**src/rtl/vend_controller.sv**
```systemverilog
// Vending-machine control FSM: tracks the inserted total, decides vends and
// computes change for the text overlay and the dispensing mechanism.
module vend_controller #(
   parameter int unsigned PRICE0      = 25,
   parameter int unsigned PRICE1      = 50,
   parameter int unsigned PRICE2      = 75,
   parameter int unsigned PRICE3      = 90,
   parameter int unsigned MAX_TOTAL   = 95,
   parameter int unsigned VEND_CYCLES = 25_000_000,
   parameter int unsigned HOLD_CYCLES = 75_000_000
) (
   input  logic       clk,
   input  logic       rst,
   input  logic       coin_valid,
   input  logic [1:0] coin_type,
   input  logic       select_valid,
   input  logic [1:0] item_sel,
   input  logic       cancel,
   output logic [1:0] state,
   output logic [7:0] total,
   output logic [7:0] change,
   output logic [1:0] selected_item,
   output logic       show_text,
   output logic       dispense,
   output logic       change_return,
   output logic       coin_reject,
   output logic       select_denied
);

   localparam int unsigned MaxCycles = (VEND_CYCLES > HOLD_CYCLES) ? VEND_CYCLES : HOLD_CYCLES;
   localparam int unsigned CntW      = (MaxCycles > 1) ? $clog2(MaxCycles) : 1;
   localparam logic [CntW-1:0] VendLast = CntW'(VEND_CYCLES - 1);
   localparam logic [CntW-1:0] HoldLast = CntW'(HOLD_CYCLES - 1);

   typedef enum logic [1:0] {
      StIdle    = 2'b00,
      StCollect = 2'b01,
      StChange  = 2'b10,
      StVend    = 2'b11
   } state_e;

   state_e          state_q, state_d;
   logic [7:0]      total_q, total_d;
   logic [7:0]      change_q, change_d;
   logic [1:0]      item_q, item_d;
   logic [CntW-1:0] cnt_q, cnt_d;
   logic            show_q, show_d;
   logic            disp_q, disp_d;
   logic            cret_q, cret_d;
   logic            rej_q, rej_d;
   logic            den_q, den_d;

   logic [7:0] coin_value;
   logic       coin_ok;
   logic [7:0] price;
   logic [8:0] sum;

   always_comb begin
      coin_ok = 1'b1;
      case (coin_type)
         2'b00:   coin_value = 8'd5;
         2'b01:   coin_value = 8'd10;
         2'b10:   coin_value = 8'd25;
         default: begin
            coin_value = 8'd0;
            coin_ok    = 1'b0;
         end
      endcase
   end

   always_comb begin
      case (item_sel)
         2'b00:   price = 8'(PRICE0);
         2'b01:   price = 8'(PRICE1);
         2'b10:   price = 8'(PRICE2);
         default: price = 8'(PRICE3);
      endcase
   end

   // Widened so an overflowing sum can never wrap below MAX_TOTAL.
   assign sum = {1'b0, total_q} + {1'b0, coin_value};

   always_comb begin
      state_d  = state_q;
      total_d  = total_q;
      change_d = change_q;
      item_d   = item_q;
      cnt_d    = cnt_q + CntW'(1);
      disp_d   = 1'b0;
      cret_d   = 1'b0;
      rej_d    = 1'b0;
      den_d    = 1'b0;
      case (state_q)
         StIdle: begin
            if (coin_valid) begin
               if (coin_ok) begin
                  total_d = coin_value;
                  state_d = StCollect;
               end else begin
                  rej_d = 1'b1;
               end
            end
         end
         StCollect: begin
            if (cancel) begin
               change_d = total_q;
               total_d  = 8'd0;
               state_d  = StChange;
               cret_d   = (total_q != 8'd0);
               rej_d    = coin_valid;
            end else if (select_valid && (total_q >= price)) begin
               change_d = total_q - price;
               total_d  = 8'd0;
               item_d   = item_sel;
               state_d  = StVend;
               disp_d   = 1'b1;
               rej_d    = coin_valid;
            end else begin
               den_d = select_valid;
               if (coin_valid) begin
                  if (coin_ok && (sum <= 9'(MAX_TOTAL))) begin
                     total_d = sum[7:0];
                  end else begin
                     rej_d = 1'b1;
                  end
               end
            end
         end
         StVend: begin
            rej_d = coin_valid;
            if (cnt_q == VendLast) begin
               state_d = StChange;
               cret_d  = (change_q != 8'd0);
            end
         end
         StChange: begin
            rej_d = coin_valid;
            if (cnt_q == HoldLast) begin
               state_d  = StIdle;
               change_d = 8'd0;
            end
         end
         default: state_d = StIdle;
      endcase
      if (state_d != state_q) begin
         cnt_d = '0;
      end
      show_d = (state_d != StVend);
   end

   always_ff @(posedge clk) begin
      if (rst) begin
         state_q  <= StIdle;
         total_q  <= 8'd0;
         change_q <= 8'd0;
         item_q   <= 2'd0;
         cnt_q    <= '0;
         show_q   <= 1'b1;
         disp_q   <= 1'b0;
         cret_q   <= 1'b0;
         rej_q    <= 1'b0;
         den_q    <= 1'b0;
      end else begin
         state_q  <= state_d;
         total_q  <= total_d;
         change_q <= change_d;
         item_q   <= item_d;
         cnt_q    <= cnt_d;
         show_q   <= show_d;
         disp_q   <= disp_d;
         cret_q   <= cret_d;
         rej_q    <= rej_d;
         den_q    <= den_d;
      end
   end

   assign state         = state_q;
   assign total         = total_q;
   assign change        = change_q;
   assign selected_item = item_q;
   assign show_text     = show_q;
   assign dispense      = disp_q;
   assign change_return = cret_q;
   assign coin_reject   = rej_q;
   assign select_denied = den_q;

endmodule
```
**config.mk**
```make
export PLATFORM = sky130hd
export DESIGN_NAME = vend_controller
export DESIGN_NICKNAME = d
export VERILOG_FILES = /design/src/rtl/vend_controller.sv
export SDC_FILE = /design/constraint.sdc
export NUM_CORES = 1
export LEC_CHECK = 0
export ABC_AREA = 1
export CORE_MARGIN = 4
export CORE_UTILIZATION = 40
export DETAILED_ROUTE_END_ITERATION = 8
export SLEW_MARGIN = 20
export SYNTH_ARGS = -nofsm -noshare
export SYNTH_HDL_FRONTEND = slang
export SYNTH_SLANG_ARGS = --single-unit
export TNS_END_PERCENT = 1
```
**constraint.sdc**
```tcl
create_clock -name clk -period 2.9 [get_ports clk]
set_input_delay 0.435 -clock clk [delete_from_list [all_inputs] [get_ports clk]]
set_output_delay 0.435 -clock clk [all_outputs]
set_load 0.01 [all_outputs]
```
======== Word level (Yosys, flattened, before mapping) ========
Index checks and enable logic that the tools add are counted.
word-level totals
  input port bits ......................... 9
  flip-flop bits (word level) ............. 52
  output and inout bits ................... 25
  logic and storage cells ................. 83
operators by class
  bitwise gates (word level) .............. 2
  reductions and logical operators ........ 17
  mux-type cells .......................... 32
  add/subtract/negate cells ............... 3
  order comparisons ....................... 2
  eq/ne operators ......................... 17
operators by type and width
  cell                                                    number
  two-way mux 8 bit                                       9
  one-hot mux 8 bit (2 select lines)                      2
  adder 27 x 1 -> 27 bit (second input constant)          1
  equality test 27 x 25 -> 1 bit (second input constant)  1
  equality test 27 bit (second input constant)            1
  one-hot mux 7 bit (3 select lines)                      1
  nonzero test 8 bit                                      2
  one-hot mux 5 bit (3 select lines)                      1
  two-way mux 2 bit                                       6
  two-way mux 1 bit                                       10
  adder 8 x 8 -> 9 bit                                    1
  <= comparator 9 x 7 -> 1 bit (second input constant)    1
  equality test 2 bit (second input constant)             4
  >= comparator 8 bit                                     1
  inequality test 2 bit (second input constant)           4
  inequality test 4 bit (second input constant)           2
  one-hot mux 2 bit (4 select lines)                      1
  subtractor 8 bit                                        1
  equality test 2 x 1 -> 1 bit (second input constant)    3
  zero test 2 bit                                         3
  AND reduction 3 bit                                     2
  OR reduction 3 bit                                      2
  AND reduction 5 bit                                     1
  nonzero test 2 bit                                      2
  other kinds (8)                                         11

======== Logic depth before layout (Yosys ltp) ========
  depth after elaboration ................. 10
  mapped depth ............................ 17

======== Worst setup path before layout ========
No wires, ideal clock.
  kind .................................... in2reg
  from .................................... input port coin_type[0]
  to ...................................... register total_q[3] (netlist: total[3])
  stages .................................. 15
  path buffers ............................ 1
  data arrival time ....................... 2.083 ns
  setup slack ............................. 0.702 ns
  setup time .............................. 0.115 ns
  cell sequence ........................... inv_1 -> ha_1 -> ha_1 -> nand2_1 -> nor2_1 -> nand2_1 -> nand3_1 -> nand3_1 -> nor2_1 -> nand3_1 -> nand2_2 -> buf_6 -> nand3_1 -> nand2_1 -> nor2_1
on the way
  cells in the longest elaborated chain, start to end .. 8
RTL lines
  item                                                                          line  source
  from (decl)                                                                   15    input logic [1:0] coin_type,
  parallel branches: the longest is 8 deep, another holds adder 8 x 8 -> 9 bit  -
  to (signal assigned)                                                          165   total_q <= total_d;
  to (decl)                                                                     43    logic [7:0] total_q, total_d;
Several ways; the timed one is not identified. The select of a mux whose other input is x is not followed.
A chain may end at the register's enable or synchronous reset.

======== Worst setup path after layout ========
  from .................................... input port coin_type[0]
  to ...................................... register total_q[1] (netlist: total[1])
The elaborated chain is that of the path after synthesis.

==> impl_results.md <==
* Status: completed
* Slew @ Worst Pin at 0.454 ns
* CTS Buf Count at 5
* Place WS at -0.0353 ns
* Post-Synthesis Cells at 469
* Synth top area cells: dfxtp_1 31%, nand2_1 11%, nand3_1 6.8%
* Sequential fraction of the synthesis area at 0.314
* Critical Path Sink Type: register
* Worst reg2reg setup slack at 0.61 ns
* Worst setup SP type: primary input
* Crit path kind: in -> reg
* Yosys synthesis warning count at 0
* Worst Path Arrival at 2.83 ns
* Worst path max stage delay at 0.47 ns
* Initial antenna violation count at 0
* Die X at 99.0 µm
* Initial core utilization at 0.420
* Yosys top cell area share at 0.314
* GRT Resource Usage Total at 0.175
* Vias in the first global route at 3,008
* Worst skew pair latency at 0.31 ns
* CP Buf/Inv Count at 2
* Min Tclk post-route at 2.61 ns
* Commonest non-fill, non-tap cell in the layout: nand2_1
* Avg Inst Size Synth at 7.07 µm²
* IR drop worst, VDD at 232 µV
* CTS Sinks at 52
* Leak pwr at 1.71 nW
* DR iter-0 viols at 184
* Fin crit share at 0.901
* Post-synth net total at 497
* Post-Syn Area at 3320 µm²
* Routability congestion estimate at 0.895
* Worst hold path type: reg -> reg
* Pin count of the biggest net entering global routing at 16
* RSZ-0062 raised after global routing: no
* Die extent in y at 99.0 µm
* Max Fclk at 383 MHz
* Top delay family on crit path: simple AND/OR/NAND/NOR gates
* Fin. Hold Viols at 0
* Hold_buf cts at 0
* Most frequent cells in the layout: 101 x nand2_1, 57 x inv_1, 52 x dfxtp_1, 51 x nor2_1, 45 x nand3_1
* Worst setup margin at 0.286 ns
* Antenna viol nets, final at 0
* Router iterations before antenna repair at 4
* Dominant cell type by area after synthesis: dfxtp_1
* Routed WL per cell at 13.2 µm
* Placeable Area at 7890 µm²
* Relative slew slack at 0.697
* Flops & latches, synth at 52
* DR vias/cell at 4.96
* Setup Viol. Count Final at 0
* CP cell instances: clkdlybuf4s50_1 > inv_1 > ha_1 > ha_1 > nand2_1 > nor2_1 > nand2_1 > nand3_1 > nand3_1 > nor2_1 > nand3_1 > nand2_2 > nand3_1 > nand2_1 > nor2_1
* Vias post-DR at 3,083
* Share of cells above drive strength 1 at 0.131
* Final Max Slew Viols at 0
* Yosys cell types at 35
* Setup TNS at 0 ns
* Post-cts resize count at 0
* Row count at 32
* Fin nets at 547
* Die area at 9810 µm²
* CP most frequent cell: nand3_1
* Hpwl dp at 6540 µm
* H-tree depth at 2
* Grt ovf at 0
* Critical path required time at 3.11 ns
* Area Overhead vs Synth at 21.1%
* # diodes at 0
* Clock Tree Buf Depth at 2
* Post-Route WL at 8180 µm
* # DRC at 0
* Clock transition at path regs at 0.10 ns
* Power Total at 1.86 mW
* Skew final at 0.0116 ns
* Max-Cap Viols at 0
* Boundary Pins at 34
* Max FO, Critical Path at 15
* Worst path slowest cell: clkdlybuf4s50_1
* CTS tree: yes
* Pwr/cell area at 464 nW/µm²
* Post-CTS Setup Bufs at 0
* PortBufs at 33
* First-pass GRT wire length at 14,200 µm
* Root Driver: clkbuf_8
[per-layer routing]
metal  vias to the layer above  part of all wire  GRT usage
li1                       1612                 -          -
met1                      1400              0.47      0.227
met2                        61              0.46      0.291
met3                        10             0.050     0.0361
met4                         0             0.013     0.0515
met5                         -                 0          0
[synth_stat cells (all sizes together)]
| cell type | instances |
|---|---|
| o211ai | 2 |
| o21ai | 9 |
| o21bai | 3 |
| nand2 | 105 |
| buf | 5 |
| xnor2 | 7 |
| o31ai | 1 |
| clkinv | 1 |
| inv | 64 |
| nor2 | 75 |
| o2111a | 1 |
| nor3 | 14 |
| nor4 | 5 |
| nand4 | 12 |
| a21oi | 20 |
| a31oi | 1 |
| dfxtp | 52 |
| fa | 2 |
| ha | 17 |
| xor2 | 24 |
| nand3 | 45 |
| a211o | 1 |
| clkbuf | 3 |
[worst paths after layout]
kind | start | endpoint | depth (start not counted)
setup reg to reg | total[0] | total[1] | 13
hold reg to reg | cnt_q[0] | cnt_q[0] | 1
setup / recovery | coin_type[0] | total[1] | 15
hold / removal | cnt_q[0] | cnt_q[0] | 1
[worst reg2reg max path, stage by stage (launching register included)]
cell and delay, ns:
dfxtp_1 0.33, buf_4 0.16, ha_1 0.21, fa_1 0.43, nand3_1 0.13, nand3_1 0.07
nand2_1 0.07, nor2_1 0.04, nor2_1 0.15, nand3_1 0.12, nand2_2 0.24, nand3_1 0.11
nand2_1 0.07, nor2_1 0.05
[logic make-up after synthesis]
family,share of synthesized area
xor+xnor,0.0819
fa+ha+maj,0.0762
compound gates,0.0653
buf+inv,0.0913
simple gates,0.371
flops,0.314
[registers in the layout, summed over array words and instances (netlist names)]
register and flops:
cnt_q 27, change 8, total 8, selected_item 2
state 2, change_return 1, coin_reject 1, dispense 1
select_denied 1, show_text 1
[report_power, final]
part	total [mW]	switching, mW	internal, mW
logic	0.501	0.280	0.220
clock network	0.579	0.239	0.340
registers	0.784	0.0401	0.744
total	1.86	0.560	1.30
[per-stage QoR]
| step | instances | cell area [µm²] | util | hold slack, ns |
|---|---|---|---|---|
| CTS | 621 | 4020 | 0.509 | 0.459 |
| finish | 621 | 4020 | 0.509 | 0.456 |
| detailed placement | 614 | 3890 | 0.493 | 0.445 |
| global placement | 614 | 3890 | 0.493 | 0.440 |
| floorplan | 469 | 3320 | - | 0.427 |
| global route | 621 | 4020 | 0.509 | 0.492 |
[cell type report]
type / instances / area [µm²]
clock buffers: 5 / 68.8
clock inverters: 2 / 60.1
fillers: 804 / 3870
inverters: 65 / 244
multi-input cells: 344 / 1970
flip-flops and latches: 52 / 1040
well taps: 102 / 128
repair buffers: 51 / 503
Note: power is estimated with default switching activity, not from simulation.
